==> config.mk <==
export PLATFORM = sky130hd
export DESIGN_NAME = rx_meta_aligner
export DESIGN_NICKNAME = d
export VERILOG_FILES = /design/src/rtl/rx_meta_aligner.sv
export SDC_FILE = /design/constraint.sdc
export NUM_CORES = 1
export LEC_CHECK = 0
export CORE_ASPECT_RATIO = 0.9
export CORE_MARGIN = 8
export CORE_UTILIZATION = 54
export CTS_CLUSTER_SIZE = 24
export DETAILED_ROUTE_END_ITERATION = 7
export PLACE_DENSITY_LB_ADDON = 0.12
export SLEW_MARGIN = 20
export SYNTH_ARGS = -nofsm -noshare
export SYNTH_HDL_FRONTEND = slang
export SYNTH_SLANG_ARGS = --single-unit
==> constraint.sdc <==
create_clock -name clk -period 6.4 [get_ports clk]
set_input_delay 1.28 -clock clk [delete_from_list [all_inputs] [get_ports clk]]
set_output_delay 1.28 -clock clk [all_outputs]
set_load 0.005 [all_outputs]
==> src/rtl/rx_meta_aligner.sv <==
// rx_meta_aligner
//   Queues one metadata record per packet and holds the head record on its
//   outputs while that packet's AXI-Stream beats pass through. The stream is
//   gated combinationally, so beats stall until their record is queued. On
//   each tail beat the streamed byte count is compared with payload_len.
//
// Ports
//   clk, rst                 clock, synchronous active-high reset
//   in_meta_*                metadata push from the parser (one pulse per packet)
//   s_axis_*                 payload stream in
//   m_axis_*                 payload stream out toward fast_path
//   dst_port .. meta_valid   head FIFO record
//   meta_count               FIFO occupancy
//   meta_overflow_cnt        records refused while full (saturating)
//   len_err, len_err_cnt     byte-count mismatch pulse and saturating count
module rx_meta_aligner #(
    parameter int AXI_DATA_WIDTH = 32,
    parameter int META_DEPTH     = 4,
    localparam int KW            = AXI_DATA_WIDTH / 8,
    localparam int AW            = $clog2(META_DEPTH),
    localparam int CW            = $clog2(META_DEPTH) + 1
) (
    input  logic                      clk,
    input  logic                      rst,
    input  logic                      in_meta_valid,
    output logic                      in_meta_ready,
    input  logic [15:0]               in_dst_port,
    input  logic [15:0]               in_payload_len,
    input  logic [15:0]               in_ip_checksum,
    input  logic [15:0]               in_udp_checksum,
    input  logic                      in_drop_flag,
    input  logic                      in_checksum_valid,
    input  logic [AXI_DATA_WIDTH-1:0] s_axis_tdata,
    input  logic [KW-1:0]             s_axis_tkeep,
    input  logic                      s_axis_tlast,
    input  logic                      s_axis_tvalid,
    output logic                      s_axis_tready,
    output logic [AXI_DATA_WIDTH-1:0] m_axis_tdata,
    output logic [KW-1:0]             m_axis_tkeep,
    output logic                      m_axis_tlast,
    output logic                      m_axis_tvalid,
    input  logic                      m_axis_tready,
    output logic [15:0]               dst_port,
    output logic [15:0]               payload_len,
    output logic [15:0]               ip_checksum,
    output logic [15:0]               udp_checksum,
    output logic                      drop_flag,
    output logic                      checksum_valid,
    output logic                      meta_valid,
    output logic [CW-1:0]             meta_count,
    output logic [15:0]               meta_overflow_cnt,
    output logic                      len_err,
    output logic [15:0]               len_err_cnt
);

    typedef struct packed {
        logic [15:0] dst_port;
        logic [15:0] payload_len;
        logic [15:0] ip_checksum;
        logic [15:0] udp_checksum;
        logic        drop_flag;
        logic        checksum_valid;
    } meta_t;

    typedef enum logic {WAIT_META = 1'b0, IN_PKT = 1'b1} state_t;

    meta_t         mem_q [META_DEPTH];
    meta_t         head;
    logic [AW-1:0] wr_ptr_q, rd_ptr_q;
    logic [CW-1:0] count_q, count_d;
    logic [15:0]   acc_q, acc_d;
    logic [15:0]   ovf_q, lerr_cnt_q;
    logic          len_err_q, len_err_d;
    state_t        state_q, state_d;

    logic          full, push, pop, beat;
    logic [15:0]   beat_bytes, beat_total;
    logic [16:0]   sum17;

    assign full          = (count_q == CW'(META_DEPTH));
    assign in_meta_ready = !full;
    assign meta_valid    = (count_q != '0);

    // Full refuses a push even when a pop frees a slot in the same cycle.
    assign push = in_meta_valid && !full;
    assign pop  = m_axis_tvalid && m_axis_tready && m_axis_tlast;
    assign beat = s_axis_tvalid && s_axis_tready;

    assign m_axis_tvalid = s_axis_tvalid && meta_valid;
    assign s_axis_tready = m_axis_tready && meta_valid;
    assign m_axis_tdata  = s_axis_tdata;
    assign m_axis_tkeep  = s_axis_tkeep;
    assign m_axis_tlast  = s_axis_tlast;

    assign head           = mem_q[rd_ptr_q];
    assign dst_port       = head.dst_port;
    assign payload_len    = head.payload_len;
    assign ip_checksum    = head.ip_checksum;
    assign udp_checksum   = head.udp_checksum;
    assign drop_flag      = head.drop_flag;
    assign checksum_valid = head.checksum_valid;

    assign meta_count        = count_q;
    assign meta_overflow_cnt = ovf_q;
    assign len_err           = len_err_q;
    assign len_err_cnt       = lerr_cnt_q;

    always_comb begin
        beat_bytes = '0;
        for (int i = 0; i < KW; i++) beat_bytes = beat_bytes + 16'(s_axis_tkeep[i]);
    end

    // Running byte total including the current beat, saturated at 16 bits.
    assign sum17      = {1'b0, acc_q} + {1'b0, beat_bytes};
    assign beat_total = sum17[16] ? 16'hFFFF : sum17[15:0];

    always_comb begin
        count_d = count_q;
        case ({push, pop})
            2'b10:   count_d = count_q + 1'b1;
            2'b01:   count_d = count_q - 1'b1;
            default: count_d = count_q;
        endcase
    end

    always_comb begin
        acc_d     = acc_q;
        len_err_d = 1'b0;
        if (beat) begin
            if (s_axis_tlast) begin
                acc_d     = '0;
                len_err_d = (beat_total != head.payload_len);
            end else begin
                acc_d = beat_total;
            end
        end
    end

    // Packet tracking; a single-beat packet stays in WAIT_META.
    always_comb begin
        state_d = state_q;
        case (state_q)
            WAIT_META: if (beat && !s_axis_tlast) state_d = IN_PKT;
            IN_PKT:    if (beat && s_axis_tlast)  state_d = WAIT_META;
            default:   state_d = WAIT_META;
        endcase
    end

    always_ff @(posedge clk) begin
        if (rst) begin
            for (int i = 0; i < META_DEPTH; i++) mem_q[i] <= '0;
            wr_ptr_q   <= '0;
            rd_ptr_q   <= '0;
            count_q    <= '0;
            acc_q      <= '0;
            ovf_q      <= '0;
            lerr_cnt_q <= '0;
            len_err_q  <= 1'b0;
            state_q    <= WAIT_META;
        end else begin
            if (push) begin
                mem_q[wr_ptr_q] <= '{in_dst_port, in_payload_len, in_ip_checksum,
                                     in_udp_checksum, in_drop_flag, in_checksum_valid};
                wr_ptr_q <= wr_ptr_q + 1'b1;
            end
            if (pop) rd_ptr_q <= rd_ptr_q + 1'b1;
            if (in_meta_valid && full && ovf_q != 16'hFFFF) ovf_q <= ovf_q + 1'b1;
            if (len_err_d && lerr_cnt_q != 16'hFFFF) lerr_cnt_q <= lerr_cnt_q + 1'b1;
            count_q   <= count_d;
            acc_q     <= acc_d;
            len_err_q <= len_err_d;
            state_q   <= state_d;
        end
    end

endmodule

==> metrics.yaml <==
outcome:
  status: "completed"
cells_and_area:
  n_fill_cell: 2009
  multiInputGateArea_um2: 4960
  area_delta_synth_final_pct: 20.7
  diodes: 0
  drive_above_1_share_pct: 12.0
  regArea_um2: 9100
  final_nets: 1436
critical_path:
  path_common_cell: "fa_1"
  critPathLaunchType: "primary input"
  max_stage_delay_ps: 690
  cp.arrival_ps: 5740
  critical_path_class: "primary input to register"
  cp-end-kind: "register"
  crit_chain: "clkdlybuf4s50_1 > fa_1 > inv_1 > fa_1 > inv_1 > fa_1 > nand4_4 > nor4_4 > buf_4 > nand2_1 > a31oi_1 > o22ai_1 > nor4_4 > buf_4 > nor3_2 > mux2_4"
  crit_path_top_delay_cell: "nor4_4"
  required_ps: 6800
  crit_fanout: 14
timing:
  maxSlewViolCount: 0
  fin_ws_ps: 1060
  finalClockSkew_ps: 28.2
  relSlewSlack_pct: 29.9
  max_freq_mhz: 187
  hold_ws_ps: 512
  setup_viol_count_final: 0
  hold_violations: 0
  finalCritPeriodShare_pct: 83.5
  fin_tns_setup_ps: 0
  fin_crit_ps: 5340
  rsz0062_at_grt: "false"
  worst_slew_pin_slew_ps: 1050
synth:
  ys.warnings.count: 0
  synth.most_common_cell: "edfxtp_1"
  synth_edf_count: 264
  yosys-top-cells-area: "edfxtp_1, mux4_2, dfxtp_1"
  synth_seq_cells: 322
  synth_common_cells: "edfxtp_1, nor2_1, nand2_1, inv_1, and2_1"
  syn-num-nets: 1297
  syn_avg_cell_area_um2: 12.6
  postSynthCellCount: 1181
  synth_top_area_cell: "edfxtp_1"
  synth_area_um2: 14800
  synthArstFlopShare_pct: 0
  seq_area_frac_synth_pct: 61.2
  synth_top_area_share_pct: 53.4
  synth_ff_type: "edfxtp_1"
  synth.distinct_cells: 64
pwr:
  p_leak_nw: 6.71
  p_sw_w: 0.00111
  pwr-share-clk_pct: 39.0
  powerDensity_nw_per_um2: 274
  p_sw_share_pct: 22.7
  ir_worst_vdd_uv: 204
  p_int_w: 0.00379
  power_frac_comb_pct: 11.0
  power_w: 0.00491
  power_frac_seq_pct: 50.0
floorplan:
  start_util_pct: 54.9
  core-area_um2: 27000
  placementRows: 57
  die-height_um: 173
  dieArea_um2: 33100
  die_w_um: 191
  ios: 251
drt:
  wl_um: 33100
  dr.pass1.iters: 5
  drc: 0
  ant_nets: 0
  wl_per_cell_um: 19.5
  first_iter_violations: 671
  vias_per_cell: 5.53
  dr_total_vias: 9387
cts:
  clk_pin_slew_ps: 60
  hold_buffers: 0
  h-tree-depth: 2
  cts.path.max_buffers: 3
  cts-root-buf: "clkbuf_16"
  cts.sink_count: 322
  cts_resized: 0
  numCtsBuffers: 35
  clk_latency_ps: 520
  cts_tree: "built"
  cts_setup_buffers: 0
global_routing:
  grt_use_total_pct: 19.7
  antenna_found_initial: 3
  grt_pass1_wl_um: 51600
  overflow: 0
  grt_pass1_vias: 9455
  grt_max_degree: 68
placed_design:
  hpwl_um: 20200
  place_ws_ps: 526
  portBuffers: 186
  place.gp.congestion: 0.868
job:
  drv_cap: 0
worst_hold_path:
  worstHoldPathType: "register to register"
==> flip-flops by register name, summed over array words and instances (netlist names), named ones only <==
name / count
wr_ptr_q: 2
meta_count: 3
len_err_cnt: 16
rd_ptr_q: 2
len_err: 1
mem_q: 264
meta_overflow_cnt: 16
acc_q: 16
==> power by group through the flow <==
stage | clock network, W | registers (W) | logic, W
global route | 0.00204 | 0.00246 | 0.000583
finish | 0.00192 | 0.00245 | 0.000540
detailed placement | 0 | 0.00250 | 0.000541
CTS | 0.00196 | 0.00246 | 0.000544
floorplan | 0 | 0.00248 | 0.000301
global placement | 0 | 0.00249 | 0.000538
==> cells by family after synthesis <==
family / count (synthesis) / share of synthesized area [%]
AO/OA/AOI/OAI: 72 / 3.08
XOR/XNOR: 40 / 2.36
adder cells (fa/ha/maj): 8 / 0.877
buffers and inverters: 183 / 5.79
flip-flops: 322 / 61.2
multiplexers: 83 / 11.4
AND/OR/NAND/NOR: 473 / 15.2
==> cells in the final DEF, fill, tap and decap left out, drive strengths merged, types with 25 or more instances in the layout <==
cell type / netlist / routed
nand3: 27 / 27
edfxtp: 264 / 264
dfxtp: 58 / 58
mux4: 66 / 66
clkdlybuf4s50: 0 / 185
nor2: 201 / 201
nand2: 93 / 93
inv: 83 / 84
a21oi: 25 / 25
clkbuf: 43 / 44
and2: 70 / 70
==> critical path, delay by kind of cell <==
kind	cells	cell delay, ps
AOI/OAI and AO/OA	2	290
and+or+nand+nor	5	1560
adders and majority gates	3	1180
buffers and inverters	5	1100
muxes	1	310
==> final timing paths <==
check             cells past startpoint             end  slack (ps)            start
hold / removal                        2  len_err_cnt[1]         510   len_err_cnt[1]
hold reg to reg                       2  len_err_cnt[1]         510   len_err_cnt[1]
setup / recovery                     16  len_err_cnt[9]        1060  s_axis_tkeep[0]
setup reg to reg                     14  len_err_cnt[9]        2450         acc_q[0]
==> layout make-up <==
cell class	count	area share (%)
Timing Repair Buffer	202	11.2
Sequential cell	322	50.8
Clock buffer	44	5.27
Tap cell	354	2.47
Multi-Input combinational cell	676	27.7
Inverter	83	1.74
Clock inverter	18	0.810
==> metrics by stage <==
| step | instance area, um^2 | instances | util [%] |
|---|---|---|---|
| 2_1_floorplan | 14800 | 1181 | - |
| 3_3_place_gp | 16800 | 1635 | 62.1 |
| 3_5_place_dp | 16800 | 1635 | 62.1 |
| 4_1_cts | 17900 | 1697 | 66.1 |
| 5_1_grt | 17900 | 1699 | 66.3 |
| 6_report | 17900 | 1699 | 66.3 |
==> routing by layer <==
layer	up-vias	GRT usage, %	part of all wire (%)	routed length [um]
met5	-	0	0.12	41
met4	6	5.14	1.6	527
li1	4432	-	-	-
met2	316	33.2	49	16300
met1	4586	25.4	42	13700
met3	47	4.55	7.5	2470
No activity file was read; power rests on OpenSTA's default activity.
